--- src/rtl/scan_cmd_pkg.sv ---
// Shared constants and types for the scan-chain command sequencer.
package scan_cmd_pkg;

   // Command opcodes received from the host
   localparam logic [7:0] OP_SEL   = 8'h53;  // 'S' select project index
   localparam logic [7:0] OP_MODE  = 8'h4D;  // 'M' scan mode select
   localparam logic [7:0] OP_WRITE = 8'h57;  // 'W' write inputs, wait for READY

   // Response bytes returned to the host
   localparam logic [7:0] RSP_OK      = 8'h4B;  // 'K'
   localparam logic [7:0] RSP_TIMEOUT = 8'h54;  // 'T'
   localparam logic [7:0] RSP_ERR     = 8'h3F;  // '?'

   // Mode driven while idle after reset
   localparam logic [1:0] MODE_RESET = 2'b10;

   typedef enum logic [2:0] {
      ST_IDLE     = 3'd0,
      ST_ARG1     = 3'd1,
      ST_ARG2     = 3'd2,
      ST_WAIT_RDY = 3'd3,
      ST_RESP0    = 3'd4,
      ST_RESP1    = 3'd5
   } state_e;

   // True for opcodes that take arguments
   function automatic logic is_opcode(input logic [7:0] b);
      return (b == OP_SEL) || (b == OP_MODE) || (b == OP_WRITE);
   endfunction

endpackage

--- src/rtl/scan_cmd_sequencer_sync_rise.sv ---
// Two-flop synchronizer with a registered rising-edge pulse. Edge detection
// only looks for a low-to-high transition seen while arm is high; while
// disarmed the previous level is treated as high so a level that is already
// high at arming time never produces a pulse.
module sync_rise (
   input  logic clk,
   input  logic rst_n,
   input  logic arm,
   input  logic din,
   output logic rise
);

   logic s1_r;
   logic s2_r;
   logic prev_r;
   logic rise_r;

   // Synchronize the async input and detect an armed rising edge
   always_ff @(posedge clk or negedge rst_n) begin
      if (!rst_n) begin
         s1_r   <= 1'b0;
         s2_r   <= 1'b0;
         prev_r <= 1'b0;
         rise_r <= 1'b0;
      end else begin
         s1_r   <= din;
         s2_r   <= s1_r;
         prev_r <= arm ? s2_r : 1'b1;
         rise_r <= arm & s2_r & ~prev_r;
      end
   end

   assign rise = rise_r;

endmodule

--- src/rtl/scan_cmd_sequencer.sv ---
// Byte-command sequencer between the UART and the scan-chain harness.
// Parses S/M/W frames, drives index/mode/inputs, waits for harness READY
// and returns response bytes with a valid/ready handshake.
module scan_cmd_sequencer
   import scan_cmd_pkg::*;
#(
   parameter int IDX_W         = 9,
   parameter int RDY_TIMEOUT   = 1000000,
   parameter int FRAME_TIMEOUT = 100000
) (
   input  logic             CLK,
   input  logic             RESET_N,
   input  logic [7:0]       rx_data,
   input  logic             rx_valid,
   output logic [7:0]       tx_data,
   output logic             tx_valid,
   input  logic             tx_ready,
   output logic [IDX_W-1:0] proj_index,
   output logic [1:0]       mode,
   output logic [7:0]       proj_inputs,
   input  logic [7:0]       proj_outputs,
   input  logic             proj_ready,
   output logic             busy,
   output logic             rx_overrun
);

   localparam int RDY_W = $clog2(RDY_TIMEOUT + 1);
   localparam int FRM_W = $clog2(FRAME_TIMEOUT + 1);
   localparam logic [RDY_W-1:0] RDY_LAST = RDY_W'(RDY_TIMEOUT - 1);
   localparam logic [FRM_W-1:0] FRM_LAST = FRM_W'(FRAME_TIMEOUT - 1);
   localparam logic [RDY_W-1:0] RDY_ONE  = RDY_W'(1);
   localparam logic [FRM_W-1:0] FRM_ONE  = FRM_W'(1);

   state_e           state_r, state_s;
   logic [7:0]       op_r, op_s;
   logic [7:0]       hi_r, hi_s;
   logic [7:0]       data_r, data_s;
   logic [RDY_W-1:0] rdy_cnt_r, rdy_cnt_s;
   logic [FRM_W-1:0] frm_cnt_r, frm_cnt_s;
   logic [IDX_W-1:0] proj_index_r, proj_index_s;
   logic [1:0]       mode_r, mode_s;
   logic [7:0]       proj_inputs_r, proj_inputs_s;
   logic [7:0]       tx_data_r, tx_data_s;
   logic             tx_valid_r, tx_valid_s;
   logic             busy_r;
   logic             rx_overrun_r, rx_overrun_s;
   logic             rdy_rise_s;

   sync_rise u_sync_rise (
      .clk   (CLK),
      .rst_n (RESET_N),
      .arm   (state_r == ST_WAIT_RDY),
      .din   (proj_ready),
      .rise  (rdy_rise_s)
   );

   // Next-state and next-output decode for the command FSM
   always_comb begin
      state_s       = state_r;
      op_s          = op_r;
      hi_s          = hi_r;
      data_s        = data_r;
      rdy_cnt_s     = rdy_cnt_r;
      frm_cnt_s     = frm_cnt_r;
      proj_index_s  = proj_index_r;
      mode_s        = mode_r;
      proj_inputs_s = proj_inputs_r;
      tx_data_s     = tx_data_r;
      tx_valid_s    = tx_valid_r;
      rx_overrun_s  = 1'b0;

      case (state_r)
         ST_IDLE: begin
            frm_cnt_s = {FRM_W{1'b0}};
            if (rx_valid) begin
               op_s = rx_data;
               if (is_opcode(rx_data)) begin
                  state_s = ST_ARG1;
               end else begin
                  state_s    = ST_RESP0;
                  tx_data_s  = RSP_ERR;
                  tx_valid_s = 1'b1;
               end
            end else begin
               state_s = ST_IDLE;
            end
         end

         ST_ARG1: begin
            if (rx_valid) begin
               frm_cnt_s = {FRM_W{1'b0}};
               case (op_r)
                  OP_SEL: begin
                     hi_s    = rx_data;
                     state_s = ST_ARG2;
                  end
                  OP_MODE: begin
                     mode_s     = rx_data[1:0];
                     tx_data_s  = RSP_OK;
                     tx_valid_s = 1'b1;
                     state_s    = ST_RESP0;
                  end
                  OP_WRITE: begin
                     proj_inputs_s = rx_data;
                     rdy_cnt_s     = {RDY_W{1'b0}};
                     state_s       = ST_WAIT_RDY;
                  end
                  default: begin
                     state_s = ST_IDLE;
                  end
               endcase
            end else if (frm_cnt_r == FRM_LAST) begin
               state_s = ST_IDLE;
            end else begin
               frm_cnt_s = frm_cnt_r + FRM_ONE;
            end
         end

         ST_ARG2: begin
            if (rx_valid) begin
               frm_cnt_s    = {FRM_W{1'b0}};
               proj_index_s = IDX_W'({hi_r, rx_data});
               tx_data_s    = RSP_OK;
               tx_valid_s   = 1'b1;
               state_s      = ST_RESP0;
            end else if (frm_cnt_r == FRM_LAST) begin
               state_s = ST_IDLE;
            end else begin
               frm_cnt_s = frm_cnt_r + FRM_ONE;
            end
         end

         ST_WAIT_RDY: begin
            rx_overrun_s = rx_valid;
            // An edge seen in the final timeout cycle still counts as success
            if (rdy_rise_s) begin
               tx_data_s  = RSP_OK;
               data_s     = proj_outputs;
               tx_valid_s = 1'b1;
               state_s    = ST_RESP0;
            end else if (rdy_cnt_r == RDY_LAST) begin
               tx_data_s  = RSP_TIMEOUT;
               data_s     = 8'h00;
               tx_valid_s = 1'b1;
               state_s    = ST_RESP0;
            end else begin
               rdy_cnt_s = rdy_cnt_r + RDY_ONE;
            end
         end

         ST_RESP0: begin
            rx_overrun_s = rx_valid;
            if (tx_valid_r && tx_ready) begin
               if (op_r == OP_WRITE) begin
                  tx_data_s = data_r;
                  state_s   = ST_RESP1;
               end else begin
                  tx_valid_s = 1'b0;
                  state_s    = ST_IDLE;
               end
            end else begin
               state_s = ST_RESP0;
            end
         end

         ST_RESP1: begin
            rx_overrun_s = rx_valid;
            if (tx_valid_r && tx_ready) begin
               tx_valid_s = 1'b0;
               state_s    = ST_IDLE;
            end else begin
               state_s = ST_RESP1;
            end
         end

         default: begin
            tx_valid_s = 1'b0;
            state_s    = ST_IDLE;
         end
      endcase
   end

   // State and output registers
   always_ff @(posedge CLK or negedge RESET_N) begin
      if (!RESET_N) begin
         state_r       <= ST_IDLE;
         op_r          <= 8'h00;
         hi_r          <= 8'h00;
         data_r        <= 8'h00;
         rdy_cnt_r     <= {RDY_W{1'b0}};
         frm_cnt_r     <= {FRM_W{1'b0}};
         proj_index_r  <= {IDX_W{1'b0}};
         mode_r        <= MODE_RESET;
         proj_inputs_r <= 8'h00;
         tx_data_r     <= 8'h00;
         tx_valid_r    <= 1'b0;
         busy_r        <= 1'b0;
         rx_overrun_r  <= 1'b0;
      end else begin
         state_r       <= state_s;
         op_r          <= op_s;
         hi_r          <= hi_s;
         data_r        <= data_s;
         rdy_cnt_r     <= rdy_cnt_s;
         frm_cnt_r     <= frm_cnt_s;
         proj_index_r  <= proj_index_s;
         mode_r        <= mode_s;
         proj_inputs_r <= proj_inputs_s;
         tx_data_r     <= tx_data_s;
         tx_valid_r    <= tx_valid_s;
         busy_r        <= (state_s != ST_IDLE);
         rx_overrun_r  <= rx_overrun_s;
      end
   end

   assign tx_data     = tx_data_r;
   assign tx_valid    = tx_valid_r;
   assign proj_index  = proj_index_r;
   assign mode        = mode_r;
   assign proj_inputs = proj_inputs_r;
   assign busy        = busy_r;
   assign rx_overrun  = rx_overrun_r;

endmodule

--- config.mk ---
export PLATFORM = sky130hd
export DESIGN_NAME = scan_cmd_sequencer
export DESIGN_NICKNAME = d
export VERILOG_FILES = /design/src/rtl/scan_cmd_pkg.sv /design/src/rtl/scan_cmd_sequencer_sync_rise.sv /design/src/rtl/scan_cmd_sequencer.sv
export SDC_FILE = /design/constraint.sdc
export NUM_CORES = 1
export LEC_CHECK = 0
export BUFFER_PORTS_ARGS = -buffer_cell sky130_fd_sc_hd__buf_2
export CAP_MARGIN = 30
export CORE_UTILIZATION = 44
export CTS_CLUSTER_SIZE = 14
export DETAILED_ROUTE_END_ITERATION = 7
export PLACE_DENSITY = 0.65
export SYNTH_ARGS = -nofsm -noshare
export SYNTH_HDL_FRONTEND = slang
export SYNTH_HIERARCHICAL = 1
export SYNTH_SLANG_ARGS = --single-unit
--- constraint.sdc ---
create_clock -name CLK -period 1.8 [get_ports CLK]
set_clock_uncertainty 0.05 [all_clocks]
set_input_delay 0.27 -clock CLK [delete_from_list [all_inputs] [get_ports CLK]]
set_output_delay 0.27 -clock CLK [all_outputs]
set_load 0.1 [all_outputs]
After elaboration in Yosys (flattened, before gate mapping)
Cells that the tools add are included.
{"block": "op_classes", "addsub": 2, "n_mul": 0, "n_div": 0, "n_lt_le_gt_ge": 0, "n_eq_ne": 27, "shifts": 0, "mux": 45, "bitwise": 3, "n_reduce_logical": 21}
{"operator": "8-bit 2-to-1 mux", "n": 11}
{"operator": "20-bit 2-to-1 mux", "n": 4}
{"operator": "8-bit by 7-bit == test with 1-bit output, second input constant", "n": 6}
{"operator": "20-bit one-hot mux with 2 select lines", "n": 1}
{"operator": "8-bit one-hot mux with 5 select lines", "n": 1}
{"operator": "17-bit 2-to-1 mux", "n": 2}
{"operator": "17-bit one-hot mux with 2 select lines", "n": 1}
{"operator": "3-bit 2-to-1 mux", "n": 10}
{"operator": "2-bit inequality test, second input constant", "n": 11}
{"operator": "20-bit by 1-bit adder with 20-bit output, second input constant", "n": 1}
{"operator": "20-bit == test, second input constant", "n": 1}
{"operator": "3-bit one-hot mux with 6 select lines", "n": 1}
{"operator": "9-bit AND reduction", "n": 2}
{"operator": "17-bit by 1-bit adder with 17-bit output, second input constant", "n": 1}
{"operator": "17-bit == test, second input constant", "n": 1}
{"operator": "1-bit 2-to-1 mux", "n": 12}
{"operator": "3-bit one-hot mux with 3 select lines", "n": 1}
{"operator": "3-bit AND reduction", "n": 3}
{"operator": "2-bit AND reduction", "n": 4}
{"operator": "3-bit by 2-bit == test with 1-bit output, second input constant", "n": 2}
{"operator": "3-bit == test, second input constant", "n": 2}
{"operator": "3-bit inequality test, second input constant", "n": 2}
{"operator": "1-bit one-hot mux with 6 select lines", "n": 1}
{"operator": "2-bit nonzero test", "n": 3}
{"operator": "other kinds (12)", "n": 14}
{"block": "totals", "regBits": 91, "latchBits": 0, "mem_bits_rw": 0, "rom_bits": 0, "inputBits": 21, "word_cells": 115, "memories": 0}

Longest topological paths before layout
{"block": "logic_depth", "ltp_word": 7, "mapped_depth": 8}

Modules after synthesis
Netlist, hierarchy kept.
{"mod": "scan_cmd_sequencer", "n_inst": 1, "cells_each": 421, "area_each_um2": 4366.7, "seq_area_each_um2": 2178.3}
{"mod": "sync_rise", "n_inst": 1, "cells_each": 6, "area_each_um2": 115.1, "seq_area_each_um2": 100.1}

Worst setup path after synthesis
No wires, ideal clock.
{"block": "synth_timing", "path_type": "register to register", "from": "reg tx_valid_r, in the netlist tx_valid", "to": "reg tx_data_r[5], in the netlist tx_data[5]", "t_arrival_ns": 2.012, "required_ns": 1.624, "path_slack_ns": -0.388, "stages_incl_launch_ff": 6, "path_cell_list": "dfrtp_1 nand2_1 a21o_1 nor3_2 nand3_2 mux2_2"}
{"block": "synth_via", "elab_chain_len": 3}
{"element": "from (decl)", "line": "scan_cmd_sequencer.sv:44", "text": "logic tx_valid_r, tx_valid_s;"}
{"element": "from (signal assigned)", "line": "scan_cmd_sequencer.sv:210", "text": "tx_valid_r <= tx_valid_s;"}
{"element": "1-bit logical AND", "line": "scan_cmd_sequencer.sv:153", "text": "if (tx_valid_r && tx_ready) begin"}
{"element": "2-bit inequality test (no line)"}
{"element": "9-bit AND reduction (no line)"}
{"element": "to (signal assigned)", "line": "scan_cmd_sequencer.sv:209", "text": "tx_data_r <= tx_data_s;"}
{"element": "to (decl)", "line": "scan_cmd_sequencer.sv:43", "text": "logic [7:0] tx_data_r, tx_data_s;"}
Every way passes these cells.
A chain may end at the register's enable or synchronous reset.

Worst setup path in the final report
{"block": "layout_timing", "from": "reg rdy_cnt_r[0]", "to": "reg rdy_cnt_r[3]"}
{"block": "layout_via", "elab_chain_len": 4, "word_cells_on_any_way": 7}
{"element": "from (decl)", "line": "scan_cmd_sequencer.sv:38", "text": "logic [RDY_W-1:0] rdy_cnt_r, rdy_cnt_s;"}
{"element": "from (signal assigned)", "line": "scan_cmd_sequencer.sv:190", "text": "rdy_cnt_r <= {RDY_W{1'b0}};"}
{"element": "from (signal assigned)", "line": "scan_cmd_sequencer.sv:204", "text": "rdy_cnt_r <= rdy_cnt_s;"}
{"element": "20-bit by 1-bit adder with 20-bit output", "line": "scan_cmd_sequencer.sv:147", "text": "rdy_cnt_s = rdy_cnt_r + RDY_ONE;"}
{"element": "20-bit 2-to-1 mux", "line": "scan_cmd_sequencer.sv:141", "text": "end else if (rdy_cnt_r == RDY_LAST) begin"}
{"element": "20-bit 2-to-1 mux", "line": "scan_cmd_sequencer.sv:136", "text": "if (rdy_rise_s) begin"}
{"element": "20-bit one-hot mux with 2 select lines", "line": "scan_cmd_sequencer.sv:72", "text": "case (state_r)"}
Several ways; a longest one is shown, not always the timed one. The select of a mux whose other input is x is not followed.

==> results.cfg <==
[placement]
io_buffers = 50
gp_congestion = 0.812
hpwl_um = 7910

[cells_and_area]
insertedDiodeCount = 0
num-fill-cells = 789
drive_gt1_frac = 0.450
area_growth_syn_to_layout_pct = 40.1
nNetsFinal = 602
fin_util = 0.639

[yosys]
synth.cell_area_um2 = 4480
synth_top_area_cell = dfrtp_1
synth-seq-cells = 91
ys_types = 67
postSynthCellCount = 427
ys_seq_area_frac = 0.508
ys_warn_count = 6
synth_top_area_frac = 0.503
syn-mean-instance-area_um2 = 10.5
async_flop_share = 1.00
synth_edf_count = 0
synth_ff_type = dfrtp_1
synth_area_leaders = dfrtp_1 (50%), mux2_2 (5.3%), nand2_1 (4.8%), o21ai_0 (3.4%), nor2_1 (2.5%)
synth_nets = 450

[pwr]
p_int_w = 0.00373
p_per_area_nw_per_um2 = 967
peakVddDrop_uv = 806
p_clk_frac = 0.234
switching_share = 0.386
switchingPower_w = 0.00234
p_seq_frac = 0.394
p_leak_nw = 2.90
p_comb_frac = 0.372

[grt]
antenna_found_initial = 0
met2_usage = 0.354
grt_overflow = 0
use_met3 = 0.0732
top_usage_layer = met2
gr-usage-met1 = 0.294
track_usage = 0.223
grt_first_pass_wirelength_um = 18000
grt_pass1_vias = 3744
grt_max_degree = 36

[timing]
tightest_slew_ps = 522
setup-tns-final_ps = -476
slew_viol_final = 0
fmax_mhz = 535
fin_ws_ps = -68.5
hold_viol_final = 0
grt_setup_unrepaired = yes
min_period_ps = 1870
fin_crit_sh = 1.04
setup_violations = 13
slew_headroom = 0.646

[die]
die_h_um = 103
dieWidth_um = 103
dieArea_um2 = 10600
io-pin-count = 51
fp.coreArea_um2 = 9820
rows = 36
start_util = 0.456

[clock_tree]
clock-sinks = 91
clk_pin_slew_worst_paths_ps = 100
cts_tree = yes
htree_levels = 3
insertion_delay_ps = 380
cts_buffer_depth = 2
root_buffer = clkbuf_8
cts_inserted_buffers = 9

[setup_path]
cp.required_ps = 2070
cp_max_fo = 7
startpoint_type = flop
worst-setup-path-type = flop to flop
worst_setup_path_end_kind = flop
crit_arrival_ps = 2140

[detailed_routing]
drtPass1Iterations = 4
drtAntennaViolNets = 0
finalWirelength_um = 11600
drt_iter0_markers = 177
viasPerCell = 5.48
vias = 3928
wl_per_cell_um = 16.2
drc = 0

[min_path]
hold_class = primary input to flop

[job]
cap_violations = 0

[status]
violations = setup timing
outcome = finished with violations
## power groups by stage
stage	registers [W]	logic (W)	clock network, W
detailed placement	0.00242	0.00206	0
finish	0.00239	0.00226	0.00142
global route	0.00242	0.00239	0.00155
global placement	0.00241	0.00201	0
floorplan	0.00310	0.000689	0
CTS	0.00238	0.00212	0.00147
## cells in the mapped netlist, types with 3 or more instances
| cell | number |
|---|---|
| dfrtp_1 | 90 |
| nand2_1 | 57 |
| nor2_1 | 30 |
| o21ai_0 | 30 |
| mux2_2 | 21 |
| nand3_1 | 17 |
| a21oi_1 | 15 |
| nand4_1 | 11 |
| a22o_1 | 10 |
| inv_1 | 9 |
| xnor2_1 | 9 |
| clkbuf_1 | 8 |
| or3_1 | 8 |
| a31oi_1 | 6 |
| and2_1 | 5 |
| buf_2 | 5 |
| nor4_1 | 5 |
| a41oi_1 | 4 |
| and3_1 | 4 |
| buf_6 | 4 |
| nor4bb_1 | 4 |
| o2bb2ai_1 | 4 |
| a21o_1 | 3 |
| and4_1 | 3 |
| and4bb_2 | 3 |
| nor3_1 | 3 |
| xor2_1 | 3 |
## cells in the final DEF, fill, tap and decap left out, types with 3 or more instances in the layout
master,Yosys,layout
a41oi_1,4,4
nand3_2,1,4
o21ai_0,30,24
and2_1,5,5
nor2_1,30,30
buf_4,1,91
mux2_2,21,21
nor3_2,2,3
buf_12,0,3
a21oi_1,15,9
buf_6,4,11
nor4_4,0,3
and4bb_2,3,4
dfrtp_1,90,88
xor2_1,3,3
nand4_1,11,11
a21o_1,3,3
nand3_1,17,10
a22o_1,10,10
clkbuf_8,0,9
xnor2_1,9,7
or3_4,0,6
nand3_4,0,4
a31oi_1,6,5
inv_1,9,9
buf_2,5,50
o21ai_1,0,5
nand2_1,57,57
a21oi_2,0,6
## worst max-delay path, cell delays in order, from the launching register on
cell	delay, ps
dfrtp_1	400
ha_2	190
and3_4	180
buf_6	110
nand4_1	130
buf_4	140
o22ai_4	100
or3_4	380
a21oi_2	110
## what timing repair did
item / 4_1_cts / 5_1_grt
gates resized for setup: 26 / 61
endpoints found under the setup margin: 37 / 53
setup buffers: 2 / 11
hold buffers: 2 / 0
endpoints found under the hold margin: 26 / 0
pin swaps: 11 / 20
cloned: 1 / 1
## final timing paths
kind,from,to,slack (ps),cells past startpoint
hold / removal,proj_outputs[5],data_r[5],70,2
max in group asynchronous,RESET_N,mode[1],820,3
hold reg to reg,u_sync_rise/s1_r,u_sync_rise/s2_r,330,0
min in group asynchronous,RESET_N,rdy_cnt_r[1],290,2
setup reg to reg,rdy_cnt_r[0],rdy_cnt_r[3],-70,8
setup / recovery,rdy_cnt_r[0],rdy_cnt_r[3],-70,8
## layer usage
metal / up-vias / share of wire
li1: 1873 / -
met1: 1947 / 0.46
met2: 96 / 0.48
met3: 12 / 0.052
met4: 0 / 0.011
met5: - / 0
## logic make-up (layout without fill, tap and decap cells)
logic type / count (synthesis) / in the layout / share of synthesized area
fa+ha+maj: 2 / 2 / 0.00558
simple gates: 182 / 182 / 0.236
flops: 91 / 91 / 0.508
xor+xnor: 12 / 12 / 0.0235
mux: 23 / 23 / 0.0572
compound gates: 90 / 91 / 0.138
buf+inv: 27 / 183 / 0.0315
## state kept, by name, indices dropped and copies added, names as in the netlist, 2 cells and up
| signal | flops |
|---|---|
| proj_inputs | 8 |
| rdy_cnt_r | 20 |
| op_r | 8 |
| data_r | 8 |
| state_r | 3 |
| proj_index | 9 |
| frm_cnt_r | 17 |
| mode | 2 |
| tx_data | 8 |
## area by class of cell
cell class | count | area [µm²] | area share
inverter | 9 | 33.8 | 0.00538
multi-input combinational | 310 | 2440 | 0.389
timing repair buffer | 158 | 1150 | 0.184
tap | 133 | 166 | 0.0265
sequential | 91 | 2280 | 0.364
clock inverter | 7 | 75.1 | 0.0120
clock buffer | 9 | 124 | 0.0197
## metrics by stage
step                power (W)  hold WS (ps)  setup WS (ps)  area, µm²  std cells
CTS                   0.00597          53.1          -60.8       5920        707
global placement      0.00442           163           -117       5560        686
floorplan             0.00379         -75.6          -52.5       4500        427
global route          0.00636          47.4           -149       6280        717
detailed placement    0.00448           165           -173       5560        686
finish                0.00607          71.4          -68.5       6280        717
Note: power is estimated with default switching activity, not from simulation.
